$ cat src/rtl/pseudo_spi_xfer_engine_if.sv
// Bus bundle between the pseudo-SPI transfer engine, the SRAM port mux and the scan pins.
// The engine connects through the slave modport; the controlling side uses master.
interface pseudo_spi_xfer_engine_if #(
  parameter int MEM_DW = 8,
  parameter int MEM_AW = 9,
  parameter int LEN_W  = 8,
  parameter int DIV_W  = 8
);
  logic              BGN;
  logic              MODE;
  logic              MSB_FIRST;
  logic [MEM_AW-1:0] ADDR_BGN;
  logic [LEN_W-1:0]  DATA_LEN;
  logic [DIV_W-1:0]  FREQ_DIV;
  logic [MEM_DW-1:0] PI;
  logic              SPI_SI;
  logic              SCLK1;
  logic              SCLK2;
  logic              LAT;
  logic              SPI_SO;
  logic [MEM_AW-1:0] A;
  logic [MEM_DW-1:0] PO;
  logic              CEN;
  logic              D_WE;
  logic              BUSY;
  logic              spi_is_done;

  modport slave (
    input  BGN, MODE, MSB_FIRST, ADDR_BGN, DATA_LEN, FREQ_DIV, PI, SPI_SI,
    output SCLK1, SCLK2, LAT, SPI_SO, A, PO, CEN, D_WE, BUSY, spi_is_done
  );

  modport master (
    output BGN, MODE, MSB_FIRST, ADDR_BGN, DATA_LEN, FREQ_DIV, PI, SPI_SI,
    input  SCLK1, SCLK2, LAT, SPI_SO, A, PO, CEN, D_WE, BUSY, spi_is_done
  );
endinterface

$ cat src/rtl/pseudo_spi_xfer_engine.sv
// Pseudo-SPI block transfer engine: streams SRAM words out over a two-phase serial clock
// (read mode) or captures serial words into SRAM (write mode).
module pseudo_spi_xfer_engine #(
  parameter int MEM_DW = 8,
  parameter int MEM_AW = 9,
  parameter int LEN_W  = 8,
  parameter int DIV_W  = 8
) (
  input  logic                     CLK,
  input  logic                     RST,
  pseudo_spi_xfer_engine_if.slave  bus
);

  localparam int BW = (MEM_DW > 1) ? $clog2(MEM_DW) : 1;
  localparam logic [BW-1:0] LAST_BIT = BW'(MEM_DW - 1);

  typedef enum logic [2:0] {IDLE, ADDR, READ, SHIFT, WRITE, LATCH, DONE} state_t;

  state_t            state, state_nxt;
  logic [MEM_AW-1:0] addr;
  logic [LEN_W-1:0]  len;
  logic [DIV_W-1:0]  div;
  logic              mode;
  logic              msb_first;
  logic [MEM_DW-1:0] sreg;
  logic              phase;
  logic [DIV_W-1:0]  phase_cnt;
  logic [BW-1:0]     bit_cnt;
  logic [LEN_W:0]    word_cnt;

  logic              phase_end;
  logic              bit_end;
  logic              last_bit;
  logic              last_word;
  logic              si_bit;
  logic [MEM_DW-1:0] sreg_shifted;

  assign phase_end = (phase_cnt == div);
  assign bit_end   = phase & phase_end;
  assign last_bit  = (bit_cnt == LAST_BIT);
  assign last_word = (word_cnt == {1'b0, len});
  assign si_bit    = mode & bus.SPI_SI;

  // The same shift direction serves both modes: the outgoing bit leaves from the
  // end selected by msb_first and the incoming bit enters at the opposite end.
  assign sreg_shifted = msb_first ? {sreg[MEM_DW-2:0], si_bit} : {si_bit, sreg[MEM_DW-1:1]};

  always_ff @(posedge CLK) begin
    if (RST) state <= IDLE;
    else     state <= state_nxt;
  end

  always_comb begin
    state_nxt = state;
    case (state)
      IDLE:    if (bus.BGN) state_nxt = bus.MODE ? SHIFT : ADDR;
      ADDR:    state_nxt = READ;
      READ:    state_nxt = SHIFT;
      SHIFT:   if (bit_end && last_bit) state_nxt = mode ? WRITE : (last_word ? LATCH : ADDR);
      WRITE:   state_nxt = last_word ? DONE : SHIFT;
      LATCH:   if (phase_end) state_nxt = DONE;
      DONE:    state_nxt = IDLE;
      default: state_nxt = IDLE;
    endcase
  end

  // Transfer parameters are frozen at start so pin changes mid-block have no effect.
  always_ff @(posedge CLK) begin
    if (RST) begin
      addr      <= '0;
      len       <= '0;
      div       <= '0;
      mode      <= 1'b0;
      msb_first <= 1'b0;
      sreg      <= '0;
      phase     <= 1'b0;
      phase_cnt <= '0;
      bit_cnt   <= '0;
      word_cnt  <= '0;
    end else begin
      case (state)
        IDLE: begin
          if (bus.BGN) begin
            addr      <= bus.ADDR_BGN;
            len       <= bus.DATA_LEN;
            div       <= bus.FREQ_DIV;
            mode      <= bus.MODE;
            msb_first <= bus.MSB_FIRST;
            sreg      <= '0;
            phase     <= 1'b0;
            phase_cnt <= '0;
            bit_cnt   <= '0;
            word_cnt  <= '0;
          end
        end
        READ: sreg <= bus.PI;
        SHIFT: begin
          if (phase_end) begin
            phase_cnt <= '0;
            phase     <= ~phase;
            if (phase) begin
              sreg    <= sreg_shifted;
              bit_cnt <= last_bit ? '0 : bit_cnt + BW'(1);
              if (last_bit && !mode && !last_word) begin
                word_cnt <= word_cnt + (LEN_W+1)'(1);
                addr     <= addr + MEM_AW'(1);
              end
            end
          end else begin
            phase_cnt <= phase_cnt + DIV_W'(1);
          end
        end
        WRITE: begin
          if (!last_word) begin
            word_cnt <= word_cnt + (LEN_W+1)'(1);
            addr     <= addr + MEM_AW'(1);
          end
        end
        LATCH: phase_cnt <= phase_cnt + DIV_W'(1);
        default: ;
      endcase
    end
  end

  always_comb begin
    bus.SCLK1       = 1'b0;
    bus.SCLK2       = 1'b0;
    bus.LAT         = 1'b0;
    bus.SPI_SO      = 1'b0;
    bus.A           = '0;
    bus.PO          = '0;
    bus.CEN         = 1'b1;
    bus.D_WE        = 1'b0;
    bus.BUSY        = (state != IDLE);
    bus.spi_is_done = (state == DONE);
    if (state == SHIFT) begin
      bus.SCLK1 = ~phase;
      bus.SCLK2 = phase;
      if (!mode) bus.SPI_SO = msb_first ? sreg[MEM_DW-1] : sreg[0];
    end
    if (state == ADDR || state == READ || state == WRITE) bus.A = addr;
    if (state == ADDR) bus.CEN = 1'b0;
    if (state == WRITE) begin
      bus.CEN  = 1'b0;
      bus.D_WE = 1'b1;
      bus.PO   = sreg;
    end
    // Write mode holds LAT as a select across the whole block; read mode pulses it at the end.
    if (mode) bus.LAT = (state == SHIFT) || (state == WRITE) || (state == DONE);
    else      bus.LAT = (state == LATCH);
  end

endmodule

$ cat src/flat_wrapper.sv
// flat-port wrapper written by rule: the top's interface ports become plain ports
module pseudo_spi_xfer_engine_flat 
#(
  parameter int MEM_DW = 8,
  parameter int MEM_AW = 9,
  parameter int LEN_W  = 8,
  parameter int DIV_W  = 8
)
  (CLK, RST, bus_BGN, bus_MODE, bus_MSB_FIRST, bus_ADDR_BGN, bus_DATA_LEN, bus_FREQ_DIV, bus_PI, bus_SPI_SI, bus_SCLK1, bus_SCLK2, bus_LAT, bus_SPI_SO, bus_A, bus_PO, bus_CEN, bus_D_WE, bus_BUSY, bus_spi_is_done);
  pseudo_spi_xfer_engine_if #(.MEM_DW(MEM_DW), .MEM_AW(MEM_AW), .LEN_W(LEN_W), .DIV_W(DIV_W)) bus_i ();
  input  logic CLK;
  input  logic RST;
  input wire logic [$bits(bus_i.BGN)-1:0] bus_BGN;
  input wire logic [$bits(bus_i.MODE)-1:0] bus_MODE;
  input wire logic [$bits(bus_i.MSB_FIRST)-1:0] bus_MSB_FIRST;
  input wire logic [$bits(bus_i.ADDR_BGN)-1:0] bus_ADDR_BGN;
  input wire logic [$bits(bus_i.DATA_LEN)-1:0] bus_DATA_LEN;
  input wire logic [$bits(bus_i.FREQ_DIV)-1:0] bus_FREQ_DIV;
  input wire logic [$bits(bus_i.PI)-1:0] bus_PI;
  input wire logic [$bits(bus_i.SPI_SI)-1:0] bus_SPI_SI;
  output wire logic [$bits(bus_i.SCLK1)-1:0] bus_SCLK1;
  output wire logic [$bits(bus_i.SCLK2)-1:0] bus_SCLK2;
  output wire logic [$bits(bus_i.LAT)-1:0] bus_LAT;
  output wire logic [$bits(bus_i.SPI_SO)-1:0] bus_SPI_SO;
  output wire logic [$bits(bus_i.A)-1:0] bus_A;
  output wire logic [$bits(bus_i.PO)-1:0] bus_PO;
  output wire logic [$bits(bus_i.CEN)-1:0] bus_CEN;
  output wire logic [$bits(bus_i.D_WE)-1:0] bus_D_WE;
  output wire logic [$bits(bus_i.BUSY)-1:0] bus_BUSY;
  output wire logic [$bits(bus_i.spi_is_done)-1:0] bus_spi_is_done;
  assign bus_i.BGN = bus_BGN;
  assign bus_i.MODE = bus_MODE;
  assign bus_i.MSB_FIRST = bus_MSB_FIRST;
  assign bus_i.ADDR_BGN = bus_ADDR_BGN;
  assign bus_i.DATA_LEN = bus_DATA_LEN;
  assign bus_i.FREQ_DIV = bus_FREQ_DIV;
  assign bus_i.PI = bus_PI;
  assign bus_i.SPI_SI = bus_SPI_SI;
  assign bus_SCLK1 = bus_i.SCLK1;
  assign bus_SCLK2 = bus_i.SCLK2;
  assign bus_LAT = bus_i.LAT;
  assign bus_SPI_SO = bus_i.SPI_SO;
  assign bus_A = bus_i.A;
  assign bus_PO = bus_i.PO;
  assign bus_CEN = bus_i.CEN;
  assign bus_D_WE = bus_i.D_WE;
  assign bus_BUSY = bus_i.BUSY;
  assign bus_spi_is_done = bus_i.spi_is_done;
  pseudo_spi_xfer_engine #(.MEM_DW(MEM_DW), .MEM_AW(MEM_AW), .LEN_W(LEN_W), .DIV_W(DIV_W)) u_core (.CLK(CLK), .RST(RST), .bus(bus_i));
endmodule
$ cat config.mk
export PLATFORM = sky130hd
export DESIGN_NAME = pseudo_spi_xfer_engine_flat
export DESIGN_NICKNAME = d
export VERILOG_FILES = /design/src/rtl/pseudo_spi_xfer_engine_if.sv /design/src/rtl/pseudo_spi_xfer_engine.sv /design/src/flat_wrapper.sv
export SDC_FILE = /design/constraint.sdc
export NUM_CORES = 1
export LEC_CHECK = 0
export ABC_CLOCK_PERIOD_IN_PS = 5100
export CAP_MARGIN = 40
export CORE_AREA = 3 3 85 87
export DETAILED_ROUTE_END_ITERATION = 12
export DIE_AREA = 0 0 88 90
export GPL_TIMING_DRIVEN = 0
export PLACE_DENSITY = 0.81
export REMOVE_ABC_BUFFERS = 1
export SYNTH_ARGS = -nofsm -noshare
export SYNTH_HDL_FRONTEND = slang
export SYNTH_SLANG_ARGS = --single-unit
$ cat constraint.sdc
create_clock -name CLK -period 5.1 [get_ports CLK]
set_input_delay 1.02 -clock CLK [delete_from_list [all_inputs] [get_ports CLK]]
set_output_delay 1.02 -clock CLK [all_outputs]
set_load 0.02 [all_outputs]
==> flow_metrics.env <==
export IMPL_syn_area_sq_um=3531
export IMPL_synthCells=434
export IMPL_antennaDiodeCount=0
export IMPL_crit_slowest_cell="clkdlybuf4s50_1"
export IMPL_ys_types=62
export IMPL_fmax_mhz=262.7
export IMPL_fin_nets=530
export IMPL_path_buf_inv=2
export IMPL_p_leak_nw=1.578
export IMPL_ioPinCount=64
export IMPL_yosysTopAreaCellShare_pct=33.45
export IMPL_die_w_um=88
export IMPL_cts_buffer_depth=2
export IMPL_synth_avg_cell_area_sq_um=8.136
export IMPL_clock_latency_ns=0.33
export IMPL_whs_path_depth=2
export IMPL_peakVddDrop_v=0.0001737
export IMPL_period_minus_slack_ns=3.806
export IMPL_cp_start_kind="register"
export IMPL_power_internal_w=0.0008888
export IMPL_seqCellArea_sq_um=1181
export IMPL_arrival_ns=2.79
export IMPL_fin_tns_setup_ns=0
export IMPL_r2r_start="u_core.state[0]"
export IMPL_drtIter0Drc=361
export IMPL_ant_nets=0
export IMPL_r2r_slack_ns=2.51
export IMPL_synthTopCellsByArea="dfxtp_1, nand2_1, a21oi_1"
export IMPL_placed_cells=552
export IMPL_synth_edf_count=0
export IMPL_synth_flop_cell="dfxtp_1"
export IMPL_reg2regPathDepth=6
export IMPL_cts_tree="done"
export IMPL_whs_endpoint="u_core.div[0]"
export IMPL_drc=0
export IMPL_die_y_um=90
export IMPL_fp_dieArea_sq_um=7920
export IMPL_wl_per_cell_um=15.77
export IMPL_ys_warn_count=0
export IMPL_cts_buffers=9
export IMPL_clkSlewWorstSetupHoldPaths_ns=0.07
export IMPL_core_area_sq_um=6422
export IMPL_vias=3475
export IMPL_grt_pass1_wl_mm=14.74
export IMPL_cts_setup_buffers=0
export IMPL_slowest_delay_ns=0.60
export IMPL_crit_required_ns=4.08
export IMPL_rsz0062_at_grt="false"
export IMPL_cp_max_fo=21
export IMPL_final_area_sq_um=4395
export IMPL_cts_hold_buf=0
export IMPL_hold_viol=0
export IMPL_grt_overflow_total=0
export IMPL_finish_utilization_pct=68.44
export IMPL_outcome="finished, final reports clean"
export IMPL_area_growth_pct=24.49
export IMPL_yosys_area_top_type="dfxtp_1"
export IMPL_comb_power_share_pct=24.5
export IMPL_endpoint_kind="primary output"
export IMPL_p_seq_share_pct=41.2
export IMPL_slew_headroom_pct=39.29
export IMPL_layout_drive_gt1_share_pct=8.147
export IMPL_ys_seq_area_share_pct=33.45
export IMPL_path_class="register to primary output"
export IMPL_setup_violations=0
export IMPL_tightest_slew_ns=0.9076
export IMPL_io_buffers=63
export IMPL_start_util_pct=54.98
export IMPL_place_area_sq_um=4183
export IMPL_root_buffer="clkbuf_8"
export IMPL_grt_pass1_vias=3272
export IMPL_wirelength_mm=8.960
export IMPL_clock_sinks=59
export IMPL_grt_max_degree=28
export IMPL_power_share_switching_pct=31.94
export IMPL_yosys_cell_count_top_type="dfxtp_1"
export IMPL_htreeDepth=3
export IMPL_antenna_found_initial=0
export IMPL_crit_family="buffers and inverters"
export IMPL_multiInputGateArea_sq_um=2185
export IMPL_synthArstFlopShare_pct=0
export IMPL_p_sw_w=0.0004171
export IMPL_instances_no_fill=568
export IMPL_worstHoldStart="u_core.div[0]"
export IMPL_hold_class="register to register"
export IMPL_fill_cells=562
export IMPL_dpl_hpwl_mm=6.111
export IMPL_report_power_total_w=0.001306
export IMPL_drv_slew=0
export IMPL_min_period_over_period_pct=74.63
export IMPL_gp_congestion=0.8944
export IMPL_r2r_end="u_core.word_cnt[1]"
export IMPL_finClkSkew_ns=0.01028
export IMPL_ys_top_cells_by_count="dfxtp_1, nand2_1, a21oi_1"
export IMPL_clkPwrFrac_pct=34.4
export IMPL_num_rows=29
export IMPL_cts_resized=0
export IMPL_power_density_nw_per_um2=297.1
export IMPL_crit_chain="inv_1 > nor2_1 > o21ai_0 > nand2b_1 > and2_1 > clkdlybuf4s50_1"
export IMPL_synth_seq_cells=59
export IMPL_dr_pass1_iters=5
export IMPL_cap_violations=0
export IMPL_gr_usage_all_layers_pct=22.67
export IMPL_via_per_inst=6.118
worst max-delay path by stage:
stage,depth (start not counted),startpoint,to,slack (ns)
5_1_grt,6,u_core.state[2],bus_A[2],1.09
6_report,6,u_core.state[2],bus_A[2],1.29
4_1_cts,6,u_core.state[2],bus_A[2],1.31
3_3_place_gp,4,RST,u_core.phase_cnt[7],0.57
3_5_place_dp,5,u_core.state[1],bus_A[2],1.66
2_1_floorplan,5,u_core.state[2],bus_A[0],2.16
worst reg2reg max path: cells and delay by family, from the launching register on:
kind	cells	cell delay (ns)
buffers and inverters	1	0.23
DFF	1	0.63
AOI/OAI and AO/OA	2	0.52
and+or+nand+nor	3	1.10
routing by layer:
layer  part of all wire [%]  up-vias  track usage, %
li1                       -     1705               -
met3                    6.4       11           4.022
met4                    1.2        0           7.801
met5                      0        -               0
met1                     45     1621           29.88
met2                     47      138           36.81
through the flow:
step / setup slack [ns] / hold slack, ns
after floorplan: 2.155 / 0.4420
after detailed placement: 1.665 / 0.4628
after global routing: 1.089 / 0.4838
after global placement: 0.5734 / 0.4569
final: 1.294 / 0.4681
after CTS: 1.312 / 0.4721
state kept, by name, indices dropped and copies added (netlist names):
signal	flops
u_core.len	8
u_core.msb_first	1
u_core.bit_cnt	3
u_core.addr	9
u_core.phase_cnt	8
u_core.word_cnt	9
u_core.sreg	8
u_core.div	8
u_core.state	3
u_core.mode	1
u_core.phase	1
cells by family (layout without fill, tap and decap cells):
| group | after synthesis | after routing | synth area share [%] |
|---|---|---|---|
| xor+xnor | 24 | 24 | 6.166 |
| fa+ha+maj | 5 | 5 | 1.772 |
| flops | 59 | 59 | 33.45 |
| compound gates | 128 | 128 | 25.34 |
| mux | 8 | 8 | 2.268 |
| buf+inv | 36 | 93 | 4.678 |
| simple gates | 174 | 174 | 26.33 |
cells in the final DEF (no fill, tap or decap), drive strengths merged, types with 12 or more instances in the layout:
cell type,netlist,final
a21oi,44,44
and2,21,21
clkbuf,14,12
clkdlybuf4s50,0,62
dfxtp,59,59
nand2,58,58
nand4,12,12
nor2,25,25
nor3,13,13
o21ai,23,23
xor2,15,15
area by class of cell:
cell class	count	area share [%]
flip-flops and latches	59	26.87
well taps	77	2.192
clock buffers	12	3.757
multi-input cells	339	49.70
clock inverters	4	1.082
inverters	10	0.8540
repair buffers	67	15.54
power groups by stage:
stage          Sequential [W]  Clock (W)  Combinational, W
6_report             0.000538   0.000449          0.000319
5_1_grt              0.000543   0.000478          0.000349
4_1_cts              0.000537   0.000455          0.000318
3_5_place_dp         0.000547          0          0.000315
3_3_place_gp         0.000544          0          0.000302
2_1_floorplan        0.000534          0          0.000206
(Power assumes the default switching activity.)
